--- src/rtl/emtf_axi_pkg.sv ---
// rtl/emtf_axi_pkg.sv - shared constants, FSM states and helpers for the EMTF AXI4 memory slave
package emtf_axi_pkg;

    localparam logic [1:0] BURST_FIXED = 2'b00;
    localparam logic [1:0] BURST_INCR  = 2'b01;
    localparam logic [1:0] BURST_WRAP  = 2'b10;

    localparam logic [1:0] RESP_OKAY   = 2'b00;
    localparam logic [1:0] RESP_SLVERR = 2'b10;

    typedef enum logic [2:0] {
        ST_IDLE,
        ST_WR_DATA,
        ST_WR_RESP,
        ST_RD_ISSUE,
        ST_RD_WAIT,
        ST_RD_DATA
    } state_t;

    // Ceiling log2, used to turn the strobe width into a byte-offset shift.
    function automatic int clog2(input int value);
        int result;
        result = 0;
        for (int i = 0; i < 31; i++) begin
            if ((1 << i) < value) begin
                result = i + 1;
            end
        end
        return result;
    endfunction

endpackage

--- src/rtl/emtf_axi_burst_addr.sv ---
// rtl/emtf_axi_burst_addr.sv - next-beat address, beat error check and word-address conversion
module emtf_axi_burst_addr
    import emtf_axi_pkg::*;
#(
    parameter int              DW        = 64,
    parameter int              AW        = 32,
    parameter int              MEM_AW    = 12,
    parameter logic [AW-1:0]   BASE_ADDR = '0
) (
    input  logic [AW-1:0]      i_addr,
    input  logic [2:0]         i_size,
    input  logic [1:0]         i_burst,
    output logic [AW-1:0]      o_next_addr,
    output logic [MEM_AW-1:0]  o_word_addr,
    output logic               o_beat_err
);

    localparam int LG     = clog2(DW / 8);
    localparam int WIN_LG = MEM_AW + LG;

    logic [AW-1:0] w_offset;
    logic [AW-1:0] w_step;
    logic          w_size_err;
    logic          w_burst_err;
    logic          w_range_err;

    assign w_offset    = i_addr - BASE_ADDR;
    assign w_step      = AW'(1) << i_size;

    // Any offset bit at or above the window size means the beat falls past the window end.
    assign w_range_err = (i_addr < BASE_ADDR) || ((w_offset >> WIN_LG) != '0);
    assign w_size_err  = (i_size > 3'(LG));
    assign w_burst_err = (i_burst == BURST_WRAP) || (i_burst == 2'b11);

    assign o_beat_err  = w_range_err || w_size_err || w_burst_err;
    assign o_next_addr = (i_burst == BURST_FIXED) ? i_addr : (i_addr + w_step);
    assign o_word_addr = w_offset[LG +: MEM_AW];

endmodule

--- src/rtl/emtf_axi_mem_slave.sv ---
// rtl/emtf_axi_mem_slave.sv - AXI4 slave endpoint driving a single-port word-addressed memory window
module emtf_axi_mem_slave
    import emtf_axi_pkg::*;
#(
    parameter int              DW        = 64,
    parameter int              IDW       = 6,
    parameter int              AW        = 32,
    parameter int              MEM_AW    = 12,
    parameter logic [AW-1:0]   BASE_ADDR = '0
) (
    input  logic               s_aclk,
    input  logic               s_aresetn,
    input  logic [IDW-1:0]     awid,
    input  logic [AW-1:0]      awaddr,
    input  logic [7:0]         awlen,
    input  logic [2:0]         awsize,
    input  logic [1:0]         awburst,
    input  logic               awvalid,
    output logic               awready,
    input  logic [DW-1:0]      wdata,
    input  logic [DW/8-1:0]    wstrb,
    input  logic               wlast,
    input  logic               wvalid,
    output logic               wready,
    output logic [IDW-1:0]     bid,
    output logic [1:0]         bresp,
    output logic               bvalid,
    input  logic               bready,
    input  logic [IDW-1:0]     arid,
    input  logic [AW-1:0]      araddr,
    input  logic [7:0]         arlen,
    input  logic [2:0]         arsize,
    input  logic [1:0]         arburst,
    input  logic               arvalid,
    output logic               arready,
    output logic [IDW-1:0]     rid,
    output logic [DW-1:0]      rdata,
    output logic [1:0]         rresp,
    output logic               rlast,
    output logic               rvalid,
    input  logic               rready,
    output logic [MEM_AW-1:0]  mem_addr,
    output logic               mem_we,
    output logic [DW/8-1:0]    mem_be,
    output logic [DW-1:0]      mem_wdata,
    input  logic [DW-1:0]      mem_rdata
);

    state_t            r_state;
    state_t            w_next;
    logic [IDW-1:0]    r_id;
    logic [AW-1:0]     r_addr;
    logic [7:0]        r_cnt;
    logic [2:0]        r_size;
    logic [1:0]        r_burst;
    logic              r_err;
    logic              r_rr_rd;
    logic [DW-1:0]     r_rdata;
    logic              r_rresp_err;

    logic [AW-1:0]     w_next_addr;
    logic [MEM_AW-1:0] w_word_addr;
    logic              w_beat_err;
    logic              w_grant_wr;
    logic              w_grant_rd;
    logic              w_last;
    logic              w_wr_beat;

    emtf_axi_burst_addr #(
        .DW        (DW),
        .AW        (AW),
        .MEM_AW    (MEM_AW),
        .BASE_ADDR (BASE_ADDR)
    ) u_burst_addr (
        .i_addr      (r_addr),
        .i_size      (r_size),
        .i_burst     (r_burst),
        .o_next_addr (w_next_addr),
        .o_word_addr (w_word_addr),
        .o_beat_err  (w_beat_err)
    );

    // Round-robin only matters under contention: r_rr_rd=0 favours the write channel.
    assign w_grant_wr = awvalid && (!arvalid || !r_rr_rd);
    assign w_grant_rd = arvalid && (!awvalid || r_rr_rd);
    assign w_last     = (r_cnt == 8'd0);
    assign w_wr_beat  = (r_state == ST_WR_DATA) && wvalid;

    assign mem_addr   = w_word_addr;
    assign mem_we     = w_wr_beat && !w_beat_err;
    assign mem_be     = mem_we ? wstrb : '0;
    assign mem_wdata  = mem_we ? wdata : '0;

    assign bid        = r_id;
    assign bresp      = r_err ? RESP_SLVERR : RESP_OKAY;
    assign rid        = r_id;
    assign rdata      = r_rdata;
    assign rresp      = r_rresp_err ? RESP_SLVERR : RESP_OKAY;
    assign rlast      = (r_state == ST_RD_DATA) && w_last;

    // State register; reset abandons any burst in progress without a response.
    always_ff @(posedge s_aclk) begin
        if (!s_aresetn) begin
            r_state <= ST_IDLE;
        end else begin
            r_state <= w_next;
        end
    end

    // Next-state decode and channel handshake signals.
    always_comb begin
        w_next  = r_state;
        awready = 1'b0;
        arready = 1'b0;
        wready  = 1'b0;
        bvalid  = 1'b0;
        rvalid  = 1'b0;
        case (r_state)
            ST_IDLE: begin
                if (s_aresetn && w_grant_wr) begin
                    awready = 1'b1;
                    w_next  = ST_WR_DATA;
                end else if (s_aresetn && w_grant_rd) begin
                    arready = 1'b1;
                    w_next  = ST_RD_ISSUE;
                end
            end
            ST_WR_DATA: begin
                wready = 1'b1;
                if (wvalid && w_last) begin
                    w_next = ST_WR_RESP;
                end
            end
            ST_WR_RESP: begin
                bvalid = 1'b1;
                if (bready) begin
                    w_next = ST_IDLE;
                end
            end
            ST_RD_ISSUE: w_next = ST_RD_WAIT;
            ST_RD_WAIT:  w_next = ST_RD_DATA;
            ST_RD_DATA: begin
                rvalid = 1'b1;
                if (rready) begin
                    w_next = w_last ? ST_IDLE : ST_RD_ISSUE;
                end
            end
            default: w_next = ST_IDLE;
        endcase
    end

    // Burst context: capture on grant, step per beat, accumulate errors, latch read data.
    always_ff @(posedge s_aclk) begin
        if (!s_aresetn) begin
            r_id        <= '0;
            r_addr      <= '0;
            r_cnt       <= '0;
            r_size      <= '0;
            r_burst     <= '0;
            r_err       <= 1'b0;
            r_rr_rd     <= 1'b0;
            r_rdata     <= '0;
            r_rresp_err <= 1'b0;
        end else begin
            case (r_state)
                ST_IDLE: begin
                    if (w_grant_wr || w_grant_rd) begin
                        r_id    <= w_grant_wr ? awid    : arid;
                        r_addr  <= w_grant_wr ? awaddr  : araddr;
                        r_cnt   <= w_grant_wr ? awlen   : arlen;
                        r_size  <= w_grant_wr ? awsize  : arsize;
                        r_burst <= w_grant_wr ? awburst : arburst;
                        r_err   <= 1'b0;
                        if (awvalid && arvalid) begin
                            r_rr_rd <= !r_rr_rd;
                        end
                    end
                end
                ST_WR_DATA: begin
                    if (wvalid) begin
                        // The beat count ends the burst; a misplaced wlast only poisons the response.
                        if (w_beat_err || (wlast != w_last)) begin
                            r_err <= 1'b1;
                        end
                        if (!w_last) begin
                            r_cnt  <= r_cnt - 8'd1;
                            r_addr <= w_next_addr;
                        end
                    end
                end
                ST_RD_WAIT: begin
                    r_rdata     <= w_beat_err ? '0 : mem_rdata;
                    r_rresp_err <= w_beat_err;
                end
                ST_RD_DATA: begin
                    if (rready && !w_last) begin
                        r_cnt  <= r_cnt - 8'd1;
                        r_addr <= w_next_addr;
                    end
                end
                default: ;
            endcase
        end
    end

endmodule

--- config.mk ---
export PLATFORM = sky130hd
export DESIGN_NAME = emtf_axi_mem_slave
export DESIGN_NICKNAME = d
export VERILOG_FILES = /design/src/rtl/emtf_axi_pkg.sv /design/src/rtl/emtf_axi_burst_addr.sv /design/src/rtl/emtf_axi_mem_slave.sv
export SDC_FILE = /design/constraint.sdc
export NUM_CORES = 1
export LEC_CHECK = 0
export BUFFER_PORTS_ARGS = -buffer_cell sky130_fd_sc_hd__buf_2
export CORE_AREA = 5 5 160 162
export DETAILED_ROUTE_END_ITERATION = 10
export DIE_AREA = 0 0 165 167
export PLACE_DENSITY_LB_ADDON = 0.25
export SETUP_SLACK_MARGIN = 0.1
export SLEW_MARGIN = 10
export SYNTH_ARGS = -nofsm -noshare
export SYNTH_HDL_FRONTEND = slang
export SYNTH_SLANG_ARGS = --single-unit
export TNS_END_PERCENT = 5
--- constraint.sdc ---
create_clock -name s_aclk -period 2.8 [get_ports s_aclk]
set_input_delay 0.14 -clock s_aclk [delete_from_list [all_inputs] [get_ports s_aclk]]
set_output_delay 0.14 -clock s_aclk [all_outputs]
set_load 0.1 [all_outputs]
==> impl_results.md <==
* WP data required at 2.66 ns
* Placed Instances at 1639
* Main area contributors after synthesis: dfxtp_1, nand2_1, a21oi_1
* Min-Delay Path Depth at 3
* Netlist cell types at between 60 and 70
* CP endpoint kind: output port
* EDFF count, synth at 0
* Leak at between 5 and 6 nW
* Largest area contributor in the netlist: dfxtp_1
* Avg WL per Cell at 18.43 um
* Max-slew headroom at 45.40%
* # rows at 57
* DRC marker count from the first detailed-route iteration at 726
* Register area share after synthesis at 34.60%
* Final non-filler cell total at 1752
* Flop-to-flop setup slack at roughly 0.20 ns
* RR Endpoint: r_addr[24]
* WP depth at 8
* Core box area at roughly 24000 um^2
* CP top delay family: simple AND/OR/NAND/NOR gates
* Via-per-instance ratio at about 5.0
* Cell area after layout at 11850 um^2
* Clk buf depth at 2
* CP peak stage delay at 0.32 ns
* R2R depth at 10
* GRT Overall Usage at 22.09%
* WHS Endpoint: rdata[8]
* Kind of critical path: reg -> out
* DR WL met3 at around 2.8 mm
* Area Growth Syn to Fin at 69.31%
* FFs w/ async S/R, synth at 0%
* Die Ht at 167 um
* Fmax at 382.9 MHz
* Vias in the first global route at 8399
* Hold wc startpoint: mem_rdata[8]
* Placed inst area at about 10000 um^2
* Commonest cells in the synthesized netlist: nand2_1, dfxtp_1, a21oi_1, nand3_1, and2_1
* Status: completed
* Final min period at approximately 2.6 ns
* Max Slew Vio Count at 0
* Largest vdd supply drop at 0.4185 mV
* RSZ-0062 raised after global routing: yes
* Yosys top cell area share at 34.60%
* Clock slew at reported path FFs at ~0.070 ns
* Layout cells sized above 1 at between 30% and 40%
* Top_reg_cell synth: dfxtp_1
* IO Port Bufs at 414
* HP Class: in -> reg
* Syn Area/Cell at ~7 um^2
* CTS tree: yes
* Routed Antenna Nets at 0
* Setup Viol. Count Final at 0
* Chip width at 165 um
* Slowest cell on crit path: dfxtp_1
* First-pass GRT wire length at between 40 and 50 mm
* Starting density of the core at between 20% and 30%
* DRC violation count after routing at 0
* Pin count of the biggest net entering global routing at between 70 and 80
* P per Cell Area at roughly 580 nW/um^2
* Layout Nets at 1669
* Aggregate global routing overflow at 0
* Total CTS buffers at 17
* Final estimated routing congestion in global placement at 0.9150
* Routed WL at ~32 mm
* Worst Path Buf+Inv at 4
* CTS H-Tree Depth at 4
* RR Startpoint: r_size[0]
* WP data arrival at between 2 and 2.5 ns
* Critical Path Source Type: flip-flop
* Crit path top cell by count: buf_12
* Flops & latches, synth at ~120
* Count leader, synth: nand2_1
* Pre-antenna DRT Iters at 5
* Core Util, Final at 49.46%
* CP cell instances: nor2b_2, buf_12, nand3b_1, nor4_4, buf_4, clkbuf_16, and2_1, buf_12
* Worst Tran Pin Value at 0.8145 ns
* Mapped Area at 7000 um^2
* Max FO, Critical Path at 37
* Die Footprint at around 28000 um^2
* IO Pins at 417
* Skew final at 0.01288 ns
* Post-DP HPWL at 23.75 mm
* Clk Latency, worst-skew pair at 0.42 ns
* Antenna violations before repair at 5
* Smallest hold slack at 0.02081 ns
* Top Metal Used: met5
* Met2 Routed Length at between 15 and 20 mm
* Via Count at 8796
* DRT met1 WL at 13.60 mm
* Hold Fails Final Rpt at 0
* TritonCTS Sinks at 121
* Syn. warnings at 0
* Cell count after synthesis at 973
* Root Buffer: clkbuf_16
* Final period util at 93.27%
* Max_cap viols at 0
power by group:
| part | switching, mW | internal [mW] | leakage [nW] |
|---|---|---|---|
| Clock | 1.01 | 1.19 | 0.275 |
| Sequential | 0.189 | 1.89 | 0.986 |
| Combinational | 1.72 | 0.822 | 3.98 |
worst max path at each step:
stage / start / to / slack [ns]
after floorplan: r_size[2] / mem_wdata[55] / -0.11
after global placement: r_size[1] / r_addr[26] / 0.15
after detailed placement: r_size[1] / r_addr[26] / 0.12
after CTS: r_size[0] / r_addr[16] / 0.10
after global routing: r_state[0] / mem_wdata[32] / 0.05
final: r_state[0] / mem_wdata[32] / 0.19
cell type report:
class | count | area (um^2)
clock inverters | 15 | 152.6
inverters | 7 | 27.53
diodes | 2 | 5.005
fillers | 2381 | 12110
repair buffers | 524 | 4289
clock buffers | 17 | 425.4
well taps | 324 | 405.4
flip-flops and latches | 121 | 2424
multi-input cells | 742 | 4124
cells by family after synthesis:
group / synth area share [%]
AO/OA/AOI/OAI: 19.48
XOR/XNOR: 1.626
adder cells (fa/ha/maj): 1.895
buffers and inverters: 7.292
flip-flops: 34.60
multiplexers: 1.019
other: 0.05357
AND/OR/NAND/NOR: 34.03
what timing repair did:
action                                  4_1_cts  5_1_grt
hold buffers                                 77        0
endpoints found under the setup margin        0       99
setup buffers                                 0        1
resized for setup                             0       12
hold endpoints to repair                     69        0
state kept, by name (all words and copies together), names as in the netlist:
name,flops
rdata,64
r_rresp_err,1
r_state,3
r_err,1
r_rr_rd,1
r_cnt,8
r_addr,32
bid,6
r_burst,2
r_size,3
metrics by stage:
step / TNS [ns] / setup WS, ns / power (mW)
2_1_floorplan: -0.8484 / -0.1060 / 3.832
4_1_cts: 0 / 0.1024 / 6.815
3_3_place_gp: 0 / 0.1494 / 4.507
5_1_grt: 0 / 0.05062 / 7.144
6_report: 0 / 0.1884 / 6.824
3_5_place_dp: 0 / 0.1172 / 4.529
routing by layer:
layer	global-route usage, %	vias up
met5	0	-
met4	6.401	8
met3	5.957	47
met2	34.82	395
met1	29.55	4091
li1	-	4255
cell usage in the layout, fill, tap and decap left out, types with 4 or more instances in the layout:
cell	instances
or3_1	8
and4_1	4
a311oi_1	12
ha_1	8
buf_4	25
nand2b_1	4
buf_2	340
nand4_1	12
nand3_1	89
mux2i_1	6
dlygate4sd3_1	77
inv_1	6
and3_1	12
o211ai_1	15
nor2_1	42
nor4_1	10
dfxtp_1	120
inv_6	5
a31oi_1	14
a21o_1	4
clkbuf_16	18
inv_8	4
nand2_1	192
a21oi_1	119
xor2_1	6
and2_1	76
xnor2_1	7
buf_12	79
o21ai_0	29
nor3_1	12
worst reg2reg max path: stages, from the launching register on:
cell and delay, ns:
dfxtp_1 0.36, buf_4 0.16, nor3b_1 0.30, ha_1 0.34, a21o_1 0.20, a221oi_1 0.34, o21a_2 0.26, buf_4 0.17
nor4b_1 0.07, xnor2_1 0.16, a21oi_1 0.09
(Power assumes the default switching activity.)
